## src/rtl/bcd_display_scanner_pkg.sv

```systemverilog
// Shared types and segment patterns for the BCD display scanner.
// Segment order is {g,f,e,d,c,b,a}, active-high.
package bcd_disp_pkg;

  typedef logic [6:0] seg7_t;

  localparam seg7_t SEG_0     = 7'b0111111;
  localparam seg7_t SEG_1     = 7'b0000110;
  localparam seg7_t SEG_2     = 7'b1011011;
  localparam seg7_t SEG_3     = 7'b1001111;
  localparam seg7_t SEG_4     = 7'b1100110;
  localparam seg7_t SEG_5     = 7'b1101101;
  localparam seg7_t SEG_6     = 7'b1111101;
  localparam seg7_t SEG_7     = 7'b0000111;
  localparam seg7_t SEG_8     = 7'b1111111;
  localparam seg7_t SEG_9     = 7'b1101111;
  localparam seg7_t SEG_E     = 7'b1111001;
  localparam seg7_t SEG_BLANK = 7'b0000000;

  typedef enum logic {
    ST_IDLE,
    ST_RUN
  } scan_state_t;

endpackage

```

## src/rtl/bcd_display_scanner_if.sv

```systemverilog
// Digit load and multiplexed 7-segment bus of the display scanner.
// master drives digits/load, slave is the scanner.
interface bcd_display_scanner_if #(
  parameter int NUM_DIGITS = 4
);

  logic [4*NUM_DIGITS-1:0] bcd_in;
  logic                    load;
  logic [6:0]              seg;
  logic [NUM_DIGITS-1:0]   an;
  logic                    pending;
  logic                    frame_done;

  modport master (
    output bcd_in, load,
    input  seg, an, pending, frame_done
  );

  modport slave (
    input  bcd_in, load,
    output seg, an, pending, frame_done
  );

endinterface

```

## src/rtl/bcd_display_scanner_seg7.sv

```systemverilog
// Combinational BCD nibble to 7-segment pattern decoder.
// Nibbles above 9 show the letter E.
module bcd_to_seg7
  import bcd_disp_pkg::*;
(
  input  logic [3:0] bcd,
  output seg7_t      seg
);

  always_comb begin
    seg = SEG_E;
    unique case (bcd)
      4'd0:    seg = SEG_0;
      4'd1:    seg = SEG_1;
      4'd2:    seg = SEG_2;
      4'd3:    seg = SEG_3;
      4'd4:    seg = SEG_4;
      4'd5:    seg = SEG_5;
      4'd6:    seg = SEG_6;
      4'd7:    seg = SEG_7;
      4'd8:    seg = SEG_8;
      4'd9:    seg = SEG_9;
      default: seg = SEG_E;
    endcase
  end

endmodule

```

## src/rtl/bcd_display_scanner.sv

```systemverilog
// Frame-safe BCD buffer and time-multiplexed 7-segment scanner.
// Optional LEADING_ZERO_BLANK_EN blanks leading zero digits.
module bcd_display_scanner
  import bcd_disp_pkg::*;
#(
  parameter  int NUM_DIGITS = 4,
  parameter  int PRESCALE   = 4,
  localparam int CNT_W      = $clog2(PRESCALE + 1)
) (
  input logic                   clk,
  input logic                   clear,
  bcd_display_scanner_if.slave  bus
);

  localparam int IDX_W = $clog2(NUM_DIGITS);
  localparam int DW    = 4 * NUM_DIGITS;

  scan_state_t state_q, state_d;
  logic [CNT_W-1:0]      cnt_q, cnt_d;
  logic [IDX_W-1:0]      idx_q, idx_d;
  logic [DW-1:0]         disp_q, disp_d;
  logic [DW-1:0]         pend_q, pend_d;
  logic                  pending_q, pending_d;
  logic                  fd_q, fd_d;
  seg7_t                 seg_q, seg_d;
  logic [NUM_DIGITS-1:0] an_q, an_d;
  logic                  boundary;
  logic [3:0]            digit;
  seg7_t                 seg_dec;

  always_comb begin
    state_d   = state_q;
    cnt_d     = cnt_q;
    idx_d     = idx_q;
    disp_d    = disp_q;
    pend_d    = pend_q;
    pending_d = pending_q;
    boundary  = 1'b0;
    unique case (state_q)
      ST_IDLE: begin
        state_d = ST_RUN;
        cnt_d   = '0;
        idx_d   = '0;
      end
      ST_RUN: begin
        if (cnt_q == CNT_W'(PRESCALE - 1)) begin
          cnt_d = '0;
          if (idx_q == IDX_W'(NUM_DIGITS - 1)) begin
            idx_d    = '0;
            boundary = 1'b1;
          end else begin
            idx_d = idx_q + IDX_W'(1);
          end
        end else begin
          cnt_d = cnt_q + CNT_W'(1);
        end
      end
      default: state_d = ST_IDLE;
    endcase
    // A load on the wrap edge bypasses the pending buffer
    if (boundary) begin
      if (bus.load) begin
        disp_d    = bus.bcd_in;
        pending_d = 1'b0;
      end else if (pending_q) begin
        disp_d    = pend_q;
        pending_d = 1'b0;
      end
    end else if (bus.load) begin
      pend_d    = bus.bcd_in;
      pending_d = 1'b1;
    end
    fd_d = boundary;
  end

  assign digit = disp_d[4*idx_d +: 4];

  bcd_to_seg7 u_dec (
    .bcd (digit),
    .seg (seg_dec)
  );

`ifdef LEADING_ZERO_BLANK_EN
  logic lz;
`endif

  always_comb begin
    seg_d = seg_dec;
    an_d  = NUM_DIGITS'(1) << idx_d;
`ifdef LEADING_ZERO_BLANK_EN
    lz = 1'b1;
    for (int k = 0; k < NUM_DIGITS; k++) begin
      if (k >= int'(idx_d) && disp_d[4*k +: 4] != 4'd0) lz = 1'b0;
    end
    if (lz && idx_d != '0) seg_d = SEG_BLANK;
`endif
  end

  always_ff @(posedge clk or negedge clear) begin
    if (!clear) begin
      state_q   <= ST_IDLE;
      cnt_q     <= '0;
      idx_q     <= '0;
      disp_q    <= '0;
      pend_q    <= '0;
      pending_q <= 1'b0;
      fd_q      <= 1'b0;
      seg_q     <= SEG_BLANK;
      an_q      <= '0;
    end else begin
      state_q   <= state_d;
      cnt_q     <= cnt_d;
      idx_q     <= idx_d;
      disp_q    <= disp_d;
      pend_q    <= pend_d;
      pending_q <= pending_d;
      fd_q      <= fd_d;
      seg_q     <= seg_d;
      an_q      <= an_d;
    end
  end

  assign bus.seg        = seg_q;
  assign bus.an         = an_q;
  assign bus.pending    = pending_q;
  assign bus.frame_done = fd_q;

endmodule

```

## src/flat_wrapper.sv

```systemverilog
// flat-port wrapper written by rule: the top's interface ports become plain ports
module bcd_display_scanner_flat import bcd_disp_pkg::*;
#(
  parameter  int NUM_DIGITS = 4,
  parameter  int PRESCALE   = 4,
  localparam int CNT_W      = $clog2(PRESCALE + 1)
)
  (clk, clear, bus_bcd_in, bus_load, bus_seg, bus_an, bus_pending, bus_frame_done);
  bcd_display_scanner_if #(.NUM_DIGITS(NUM_DIGITS)) bus_i ();
  input logic clk;
  input logic clear;
  input wire logic [$bits(bus_i.bcd_in)-1:0] bus_bcd_in;
  input wire logic [$bits(bus_i.load)-1:0] bus_load;
  output wire logic [$bits(bus_i.seg)-1:0] bus_seg;
  output wire logic [$bits(bus_i.an)-1:0] bus_an;
  output wire logic [$bits(bus_i.pending)-1:0] bus_pending;
  output wire logic [$bits(bus_i.frame_done)-1:0] bus_frame_done;
  assign bus_i.bcd_in = bus_bcd_in;
  assign bus_i.load = bus_load;
  assign bus_seg = bus_i.seg;
  assign bus_an = bus_i.an;
  assign bus_pending = bus_i.pending;
  assign bus_frame_done = bus_i.frame_done;
  bcd_display_scanner #(.NUM_DIGITS(NUM_DIGITS), .PRESCALE(PRESCALE)) u_core (.clk(clk), .clear(clear), .bus(bus_i));
endmodule
```

## config.mk

```make
export PLATFORM = sky130hd
export DESIGN_NAME = bcd_display_scanner_flat
export DESIGN_NICKNAME = d
export VERILOG_FILES = /design/src/rtl/bcd_display_scanner_pkg.sv /design/src/rtl/bcd_display_scanner_if.sv /design/src/rtl/bcd_display_scanner_seg7.sv /design/src/rtl/bcd_display_scanner.sv /design/src/flat_wrapper.sv
export SDC_FILE = /design/constraint.sdc
export NUM_CORES = 1
export LEC_CHECK = 0
export CORE_MARGIN = 2
export CORE_UTILIZATION = 45
export CTS_CLUSTER_DIAMETER = 80
export DETAILED_ROUTE_END_ITERATION = 7
export GPL_TIMING_DRIVEN = 0
export PLACE_DENSITY_LB_ADDON = 0.3
export SLEW_MARGIN = 15
export SYNTH_ARGS = -nofsm -noshare
export SYNTH_HDL_FRONTEND = slang
export SYNTH_SLANG_ARGS = --single-unit
```

## constraint.sdc

```tcl
create_clock -name clk -period 2.9 [get_ports clk]
set_input_delay 0.58 -clock clk [delete_from_list [all_inputs] [get_ports clk]]
set_output_delay 0.58 -clock clk [all_outputs]
set_load 0.01 [all_outputs]
```

==> out/qor.json, run 1 <==
{
  "status": {
    "status": "finished, final reports clean"
  },
  "cells_and_area": {
    "antenna-diode-count": 0,
    "synthToLayoutAreaGrowth_pct": 22.3,
    "design.final.nets": 279,
    "finalInstanceArea_um2": 3020,
    "layout-drive-gt1-share": 0.249
  },
  "die": {
    "floorplan.rows": 26,
    "die_area_um2": 6090,
    "fp.dieH_um": 78.1,
    "die-width_um": 78.1,
    "core_region_area_um2": 5200,
    "number_of_ports_placed_on_the_die_boundary": 32,
    "initial_utilization": 0.474
  },
  "global_route": {
    "grt_pass1_vias": 1824,
    "antenna_violations_before_repair": 0,
    "global_route_usage_over_all_layers": 0.188,
    "maximum_number_of_pins_on_one_net_before_global_route_repair": 35,
    "wire_length_of_the_first_global_routing_pass_mm": 8.91,
    "overflow": 0
  },
  "route": {
    "routed_via_count": 1750,
    "wl_mm": 5.09,
    "drc_errors": 0,
    "initialDrtViolationCount": 140,
    "firstDrtPassIters": 4,
    "ant_nets": 0,
    "wl_per_cell_um": 15.8,
    "via_density_per_instance": 5.42
  },
  "clock_tree": {
    "clockBufferDepth": 2,
    "ctsRootBufferMaster": "sky130_fd_sc_hd__clkbuf_8",
    "worstSkewPairLatency_ns": 0.30,
    "cts.clk_slew.worst_paths_ns": 0.08,
    "clock_tree_from_tritoncts": "yes",
    "clock_sinks": 51,
    "cts_max_level": 2,
    "numCtsBuffers": 5,
    "cts_hold_buffers": 0
  },
  "sta": {
    "report.final.setup_viol": 0,
    "rsz0062_at_grt": "false",
    "post-route-min-period_ns": 2.79,
    "setup-tns-final_ns": 0,
    "achievable-frequency_ghz": 0.359,
    "drv_slew": 0,
    "timing_hold_violations_final": 0,
    "post-route-period-util": 0.962,
    "fin_worst_skew_ns": 0.00443
  },
  "placed_design": {
    "gpl.final_weighted_congestion": 0.751,
    "port_buffers": 31,
    "place_hpwl_mm": 3.52,
    "postPlaceCellArea_um2": 2880
  },
  "critical_path": {
    "timing.rr.start": "u_core.idx_q[0]",
    "worst_path_most_repeated_cell": "sky130_fd_sc_hd__mux2_4",
    "start_kind": "primary input",
    "timing.rr.end": "u_core.bus.seg[4]",
    "req_time_crit_path_ns": 3.09,
    "ff2ff_path_depth": 13,
    "crit_type": "primary input to flop",
    "wp_data_arrival_ns": 2.98,
    "cp_cell_sequence": "clkdlybuf4s50_1 -> nor2b_1 -> buf_2 -> a32oi_1 -> nand3_1 -> mux2_2 -> mux2i_4 -> inv_1 -> ha_1 -> mux2_4 -> mux2_4",
    "cpPeakStageDelay_ns": 0.53,
    "cpMaxStageDelayCell": "sky130_fd_sc_hd__clkdlybuf4s50_1",
    "timing.critical_path.max_delay_family": "multiplexers",
    "setup.reg_to_reg.worst_slack_ns": 0.13,
    "cp-end-kind": "flop",
    "crit_buf_inv": 3,
    "path_max_fanout": 10
  },
  "synthesis": {
    "synth_top_cell_area_share": 0.517,
    "number_of_synthesized_flops_with_an_enable_pin": 0,
    "yosys.area.top_type": "sky130_fd_sc_hd__dfrtp_1",
    "synth-warning-count": 0,
    "post-synth-top-count-cell": "sky130_fd_sc_hd__dfrtp_1",
    "synth_top_flop_cell": "sky130_fd_sc_hd__dfrtp_1",
    "yosys.cell_types.count": 34,
    "synthTopCellsByArea": "sky130_fd_sc_hd__dfrtp_1, sky130_fd_sc_hd__mux2_2, sky130_fd_sc_hd__nand3_1, sky130_fd_sc_hd__ha_1, sky130_fd_sc_hd__a32oi_1",
    "post_synth_most_frequent_cells": "sky130_fd_sc_hd__dfrtp_1, sky130_fd_sc_hd__nand3_1, sky130_fd_sc_hd__mux2_2, sky130_fd_sc_hd__nand2_1, sky130_fd_sc_hd__a32oi_1",
    "netlist_area_um2": 2470,
    "syn-num-nets": 237,
    "synth-seq-cells": 51,
    "synth_async_sr_flop_share": 1.00,
    "synth_sequential_area_ratio": 0.517,
    "syn-instance-count": 210,
    "syn-mean-instance-area_um2": 11.8
  },
  "power": {
    "total_power_density_per_cell_area_nw_per_um2": 463,
    "leakagePower_nw": 1.28,
    "power.ir.vdd_worst_uv": 305
  },
  "flow_run": {
    "max-cap-violations": 0
  },
  "worst_hold_path": {
    "min_path_type": "primary input to async pin"
  }
}
==> logic make-up after synthesis <==
family                     synth area share
AOI/OAI and AO/OA                    0.0917
and+or+nand+nor                       0.176
other                               0.00152
DFF                                   0.517
muxes                                 0.125
buffers and inverters                0.0481
adders and majority gates            0.0405
==> per-stage QoR <==
step / hold WS [ns] / std cells / util / setup slack (ns) / power (mW)
6_report: 0.206 / 323 / 0.580 / 0.111 / 1.40
5_1_grt: 0.218 / 323 / 0.580 / 0.0322 / 1.48
2_1_floorplan: 0.284 / 210 / - / 0.205 / 0.881
3_5_place_dp: 0.429 / 312 / 0.554 / -0.276 / 0.979
3_3_place_gp: 0.423 / 311 / 0.551 / -0.260 / 0.971
4_1_cts: 0.209 / 321 / 0.574 / 0.0332 / 1.42
==> layout by cell type, fill, tap and decap left out, drive strengths merged, types with 5 or more instances in the layout <==
cell type      instances
dfrtp                 51
clkdlybuf4s50         30
nand3                 30
mux2                  23
nand2                 19
buf                   15
a32oi                 11
clkbuf                11
nor2                   9
nor2b                  8
o21ai                  8
ha                     8
inv                    5
==> sequential cells by signal, summed over array words and instances (netlist names) <==
register,count
u_core.disp_q,16
u_core.pend_q,16
u_core.bus.seg,7
u_core.bus.an,4
u_core.cnt_q,3
u_core.idx_q,2
u_core.bus.frame_done,1
u_core.bus.pending,1
u_core.state_q,1
==> final cells by class <==
type	count	area, um2
clock buffers	8	100
multi-input cells	141	1090
fillers	468	2190
well taps	70	87.6
plain buffers	13	97.6
repair buffers	35	348
flip-flops and latches	51	1280
inverters	5	23.8
==> metal layers <==
layer / vias up / routed length (um) / track usage
li1: 833 / - / -
met3: 10 / 207 / 0.0437
met1: 864 / 2320 / 0.252
met4: 0 / 83 / 0.0702
met5: - / 0 / 0
met2: 43 / 2480 / 0.298
==> worst max path at each step <==
stage / startpoint / to / slack, ns / depth (start not counted)
final: bus_load / u_core.bus.seg[4] / 0.11 / 11
after global routing: u_core.cnt_q[0] / u_core.bus.seg[4] / 0.03 / 13
after CTS: u_core.cnt_q[0] / u_core.bus.seg[4] / 0.03 / 13
after detailed placement: bus_load / u_core.bus.seg[4] / -0.28 / 11
after global placement: bus_load / u_core.bus.seg[4] / -0.26 / 11
after floorplan: u_core.cnt_q[0] / u_core.bus.seg[4] / 0.20 / 13
==> report_power, final <==
part	switching, mW	internal [mW]
Clock	0.218	0.218
Sequential	0.0203	0.756
Combinational	0.0841	0.103
==> repair_timing <==
action                     4_1_cts  5_1_grt
pin swaps                        0        1
resized for setup                0        4
setup endpoints to repair        1        1
setup buffers                    1        2
No activity file was read; power rests on OpenSTA's default activity.
==> run 2: changes to the inputs <==
Settings changed: SETUP_SLACK_MARGIN set to 0.2, SKIP_LAST_GASP set to 1.
==> run 2 against run 1 <==
  * Register-to-register slack better by 0.06 ns
  * Worst hold slack worse by 0.0049 ns
  * Wire length grew 9.4%
  * First-iteration DRC count is 15% lower
  * Die area unchanged
  * Highest routed layer unchanged
  * Final area grew 5.0%
  * Combinational power is 3% higher
  * Largest power group unchanged
  * Critical path depth grew 2
  * Global-route usage rose by 0.55 points
  * Clock power up 2%
  * Non-clock buffer count rose by 13
  * Via count rose by 4.9%
==> out/qor.json, run 2 (synthesized netlist as in run 1, its figures left out) <==
{
  "status": {
    "status": {"value": "finished, final reports clean", "change": "unchanged"}
  },
  "route": {
    "firstDrtPassIters": {"value": 4, "change": "unchanged"},
    "ant_nets": {"value": 0, "change": "unchanged"},
    "wl": {"value": 5.57, "unit": "mm", "change": "was 5.09 mm"},
    "routed_via_count": {"value": 1835, "change": "was 1,750"},
    "drc_errors": {"value": 0, "change": "unchanged"},
    "via_density_per_instance": {"value": 5.46, "change": "was 5.42"},
    "wl_per_cell": {"value": 16.6, "unit": "um", "change": "was 15.8 um"},
    "initialDrtViolationCount": {"value": 119, "change": "was 140"}
  },
  "die": {
    "fp.dieH": {"value": 78.1, "unit": "um", "change": "unchanged"},
    "die_area": {"value": 6090, "unit": "um2", "change": "unchanged"},
    "floorplan.rows": {"value": 26, "change": "unchanged"},
    "core_region_area": {"value": 5200, "unit": "um2", "change": "unchanged"},
    "initial_utilization": {"value": 0.474, "change": "unchanged"},
    "number_of_ports_placed_on_the_die_boundary": {"value": 32, "change": "unchanged"},
    "die-width": {"value": 78.1, "unit": "um", "change": "unchanged"}
  },
  "cells_and_area": {
    "utilization_after_layout": {"value": 0.609, "change": "was 0.580"},
    "antenna-diode-count": {"value": 0, "change": "unchanged"},
    "layout.cells.non_filler": {"value": 336, "change": "was 323"},
    "layout-drive-gt1-share": {"value": 0.293, "change": "was 0.249"},
    "synthToLayoutAreaGrowth": {"value": 28.4, "unit": "%", "change": "was 22.3%"},
    "finalInstanceArea": {"value": 3170, "unit": "um2", "change": "was 3020 um2"},
    "layout.cells.most_common": {"value": "sky130_fd_sc_hd__dfrtp_1", "change": "unchanged"},
    "design.final.nets": {"value": 292, "change": "was 279"},
    "fillers": {"value": 447, "change": "was 468"},
    "layout.cells.most_common_list": {"value": "sky130_fd_sc_hd__dfrtp_1, sky130_fd_sc_hd__clkdlybuf4s50_1, sky130_fd_sc_hd__nand3_1", "change": "unchanged"}
  },
  "power": {
    "power.ir.vdd_worst": {"value": 308, "unit": "uV", "change": "was 305 uV"},
    "leakagePower": {"value": 1.36, "unit": "nW", "change": "was 1.28 nW"},
    "p_sw": {"value": 0.336, "unit": "mW", "change": "was 0.322 mW"},
    "p_sw_frac": {"value": 0.237, "change": "was 0.230"},
    "power.share.sequential": {"value": 0.549, "change": "was 0.555"},
    "cellInternalPower": {"value": 1.08, "unit": "mW", "change": "about the same"},
    "power.clock.fraction": {"value": 0.315, "change": "was 0.311"},
    "p_comb_frac": {"value": 0.136, "change": "was 0.134"},
    "total_power_density_per_cell_area": {"value": 447, "unit": "nW/um2", "change": "was 463 nW/um2"}
  },
  "critical_path": {
    "setup.reg_to_reg.worst_slack": {"value": 0.19, "unit": "ns", "change": "was 0.13 ns"},
    "path_max_fanout": {"value": 5, "change": "was 10"},
    "crit_type": {"value": "flop to flop", "change": "was primary input to flop"},
    "start_kind": {"value": "flop", "change": "was primary input"},
    "wp_data_arrival": {"value": 2.90, "unit": "ns", "change": "was 2.98 ns"},
    "cp-end-kind": {"value": "flop", "change": "unchanged"},
    "req_time_crit_path": {"value": 3.09, "unit": "ns", "change": "about the same"}
  },
  "clock_tree": {
    "cts.clk_slew.worst_paths": {"value": 0.09, "unit": "ns", "change": "was 0.08 ns"},
    "cts_hold_buffers": {"value": 0, "change": "unchanged"},
    "worstSkewPairLatency": {"value": 0.30, "unit": "ns", "change": "about the same"},
    "clock_sinks": {"value": 51, "change": "unchanged"},
    "ctsRootBufferMaster": {"value": "sky130_fd_sc_hd__clkbuf_8", "change": "unchanged"},
    "clockBufferDepth": {"value": 2, "change": "unchanged"},
    "clock_tree_from_tritoncts": {"value": "yes", "change": "unchanged"},
    "numCtsBuffers": {"value": 5, "change": "unchanged"},
    "cts_max_level": {"value": 2, "change": "unchanged"}
  },
  "flow_run": {
    "max-cap-violations": {"value": 0, "change": "unchanged"}
  },
  "sta": {
    "report.final.setup_viol": {"value": 0, "change": "unchanged"},
    "fin_worst_skew": {"value": 0.00497, "unit": "ns", "change": "was 0.00443 ns"},
    "worst-slew-pin-transition_ns": 0.517,
    "rsz0062_at_grt": {"value": "true", "change": "was false"},
    "drv_slew": {"value": 0, "change": "unchanged"},
    "relSlewSlack": 0.655,
    "post-route-min-period": {"value": 2.71, "unit": "ns", "change": "was 2.79 ns"},
    "post-route-period-util": {"value": 0.936, "change": "was 0.962"},
    "achievable-frequency": {"value": 0.368, "unit": "GHz", "change": "was 0.359 GHz"},
    "timing_hold_violations_final": {"value": 0, "change": "unchanged"}
  },
  "global_route": {
    "maximum_number_of_pins_on_one_net_before_global_route_repair": {"value": 35, "change": "unchanged"},
    "overflow": {"value": 0, "change": "unchanged"},
    "antenna_violations_before_repair": {"value": 0, "change": "unchanged"},
    "grt_pass1_vias": {"value": 1885, "change": "was 1,824"},
    "global_route_usage_over_all_layers": {"value": 0.193, "change": "was 0.188"},
    "wire_length_of_the_first_global_routing_pass": {"value": 9.13, "unit": "mm", "change": "was 8.91 mm"}
  },
  "placed_design": {
    "place.detailed.instances": {"value": 312, "change": "unchanged"},
    "postPlaceCellArea": {"value": 2880, "unit": "um2", "change": "unchanged"},
    "port_buffers": {"value": 31, "change": "unchanged"},
    "gpl.final_weighted_congestion": {"value": 0.751, "change": "unchanged"},
    "place_hpwl": {"value": 3.52, "unit": "mm", "change": "unchanged"}
  },
  "worst_hold_path": {
    "min_path_type": {"value": "primary input to async pin", "change": "unchanged"}
  }
}
==> run 2: what timing repair did <==
| action | CTS | global route |
|---|---|---|
| setup endpoints to repair | 2 | 2 |
| gates cloned | 0 | 2 |
| setup buffers | 6 | 8 |
| resized for setup | 6 | 4 |
| pin swaps | 3 | 4 |
==> run 2: final timing paths <==
| path | from | to | cells after the start |
|---|---|---|---|
| max in group asynchronous | clear | u_core.bus.an[3] | 2 |
| hold / removal | clear | u_core.pend_q[1] | 1 |
| setup / recovery | u_core.idx_q[0] | u_core.bus.seg[4] | 13 |
| setup reg to reg | u_core.idx_q[0] | u_core.bus.seg[4] | 13 |
| hold reg to reg | u_core.disp_q[13] | u_core.disp_q[13] | 2 |
| min in group clk | u_core.disp_q[13] | u_core.disp_q[13] | 2 |
==> run 2: final cells by class <==
type / instances / area [um2] / area share
timing repair buffer: 48 / 479 / 0.151
sequential: 51 / 1280 / 0.403
multi-input combinational: 141 / 1100 / 0.348
inverter: 5 / 23.8 / 0.00750
tap: 70 / 87.6 / 0.0276
buffer: 13 / 100 / 0.0316
clock buffer: 8 / 100 / 0.0316
==> run 2: power groups by stage <==
stage | registers, mW | clock network (mW) | logic, mW
after global placement | 0.789 | 0 | 0.183
after floorplan | 0.793 | 0 | 0.0877
after global routing | 0.783 | 0.491 | 0.212
after detailed placement | 0.790 | 0 | 0.188
after CTS | 0.777 | 0.455 | 0.192
final | 0.778 | 0.446 | 0.193
==> run 2: stage by stage <==
stage          hold slack, ns  total power, mW  worst slack [ns]  TNS, ns
5_1_grt                 0.218             1.49             0.135        0
3_3_place_gp            0.423            0.971            -0.260   -11.30
6_report                0.201             1.42             0.186        0
4_1_cts                 0.209             1.42             0.203        0
2_1_floorplan           0.284            0.881             0.205        0
3_5_place_dp            0.429            0.979            -0.276   -0.307
==> run 2: layer usage <==
layer,part of all wire,global-route usage
met1,0.45,0.256
met2,0.48,0.308
met3,0.051,0.0437
met4,0.021,0.0807
met5,0,0
==> run 2: worst max-delay path, stage by stage, from the launching register on <==
cell and delay, ns:
sky130_fd_sc_hd__dfrtp_1 0.40, sky130_fd_sc_hd__ha_2 0.21, sky130_fd_sc_hd__nand4b_4 0.12, sky130_fd_sc_hd__inv_4 0.07
sky130_fd_sc_hd__buf_8 0.13, sky130_fd_sc_hd__buf_8 0.13, sky130_fd_sc_hd__a32oi_2 0.17, sky130_fd_sc_hd__nand3_1 0.13
sky130_fd_sc_hd__mux2_4 0.30, sky130_fd_sc_hd__mux2i_4 0.18, sky130_fd_sc_hd__inv_2 0.07, sky130_fd_sc_hd__ha_2 0.17
sky130_fd_sc_hd__mux2_4 0.26, sky130_fd_sc_hd__mux2_4 0.26
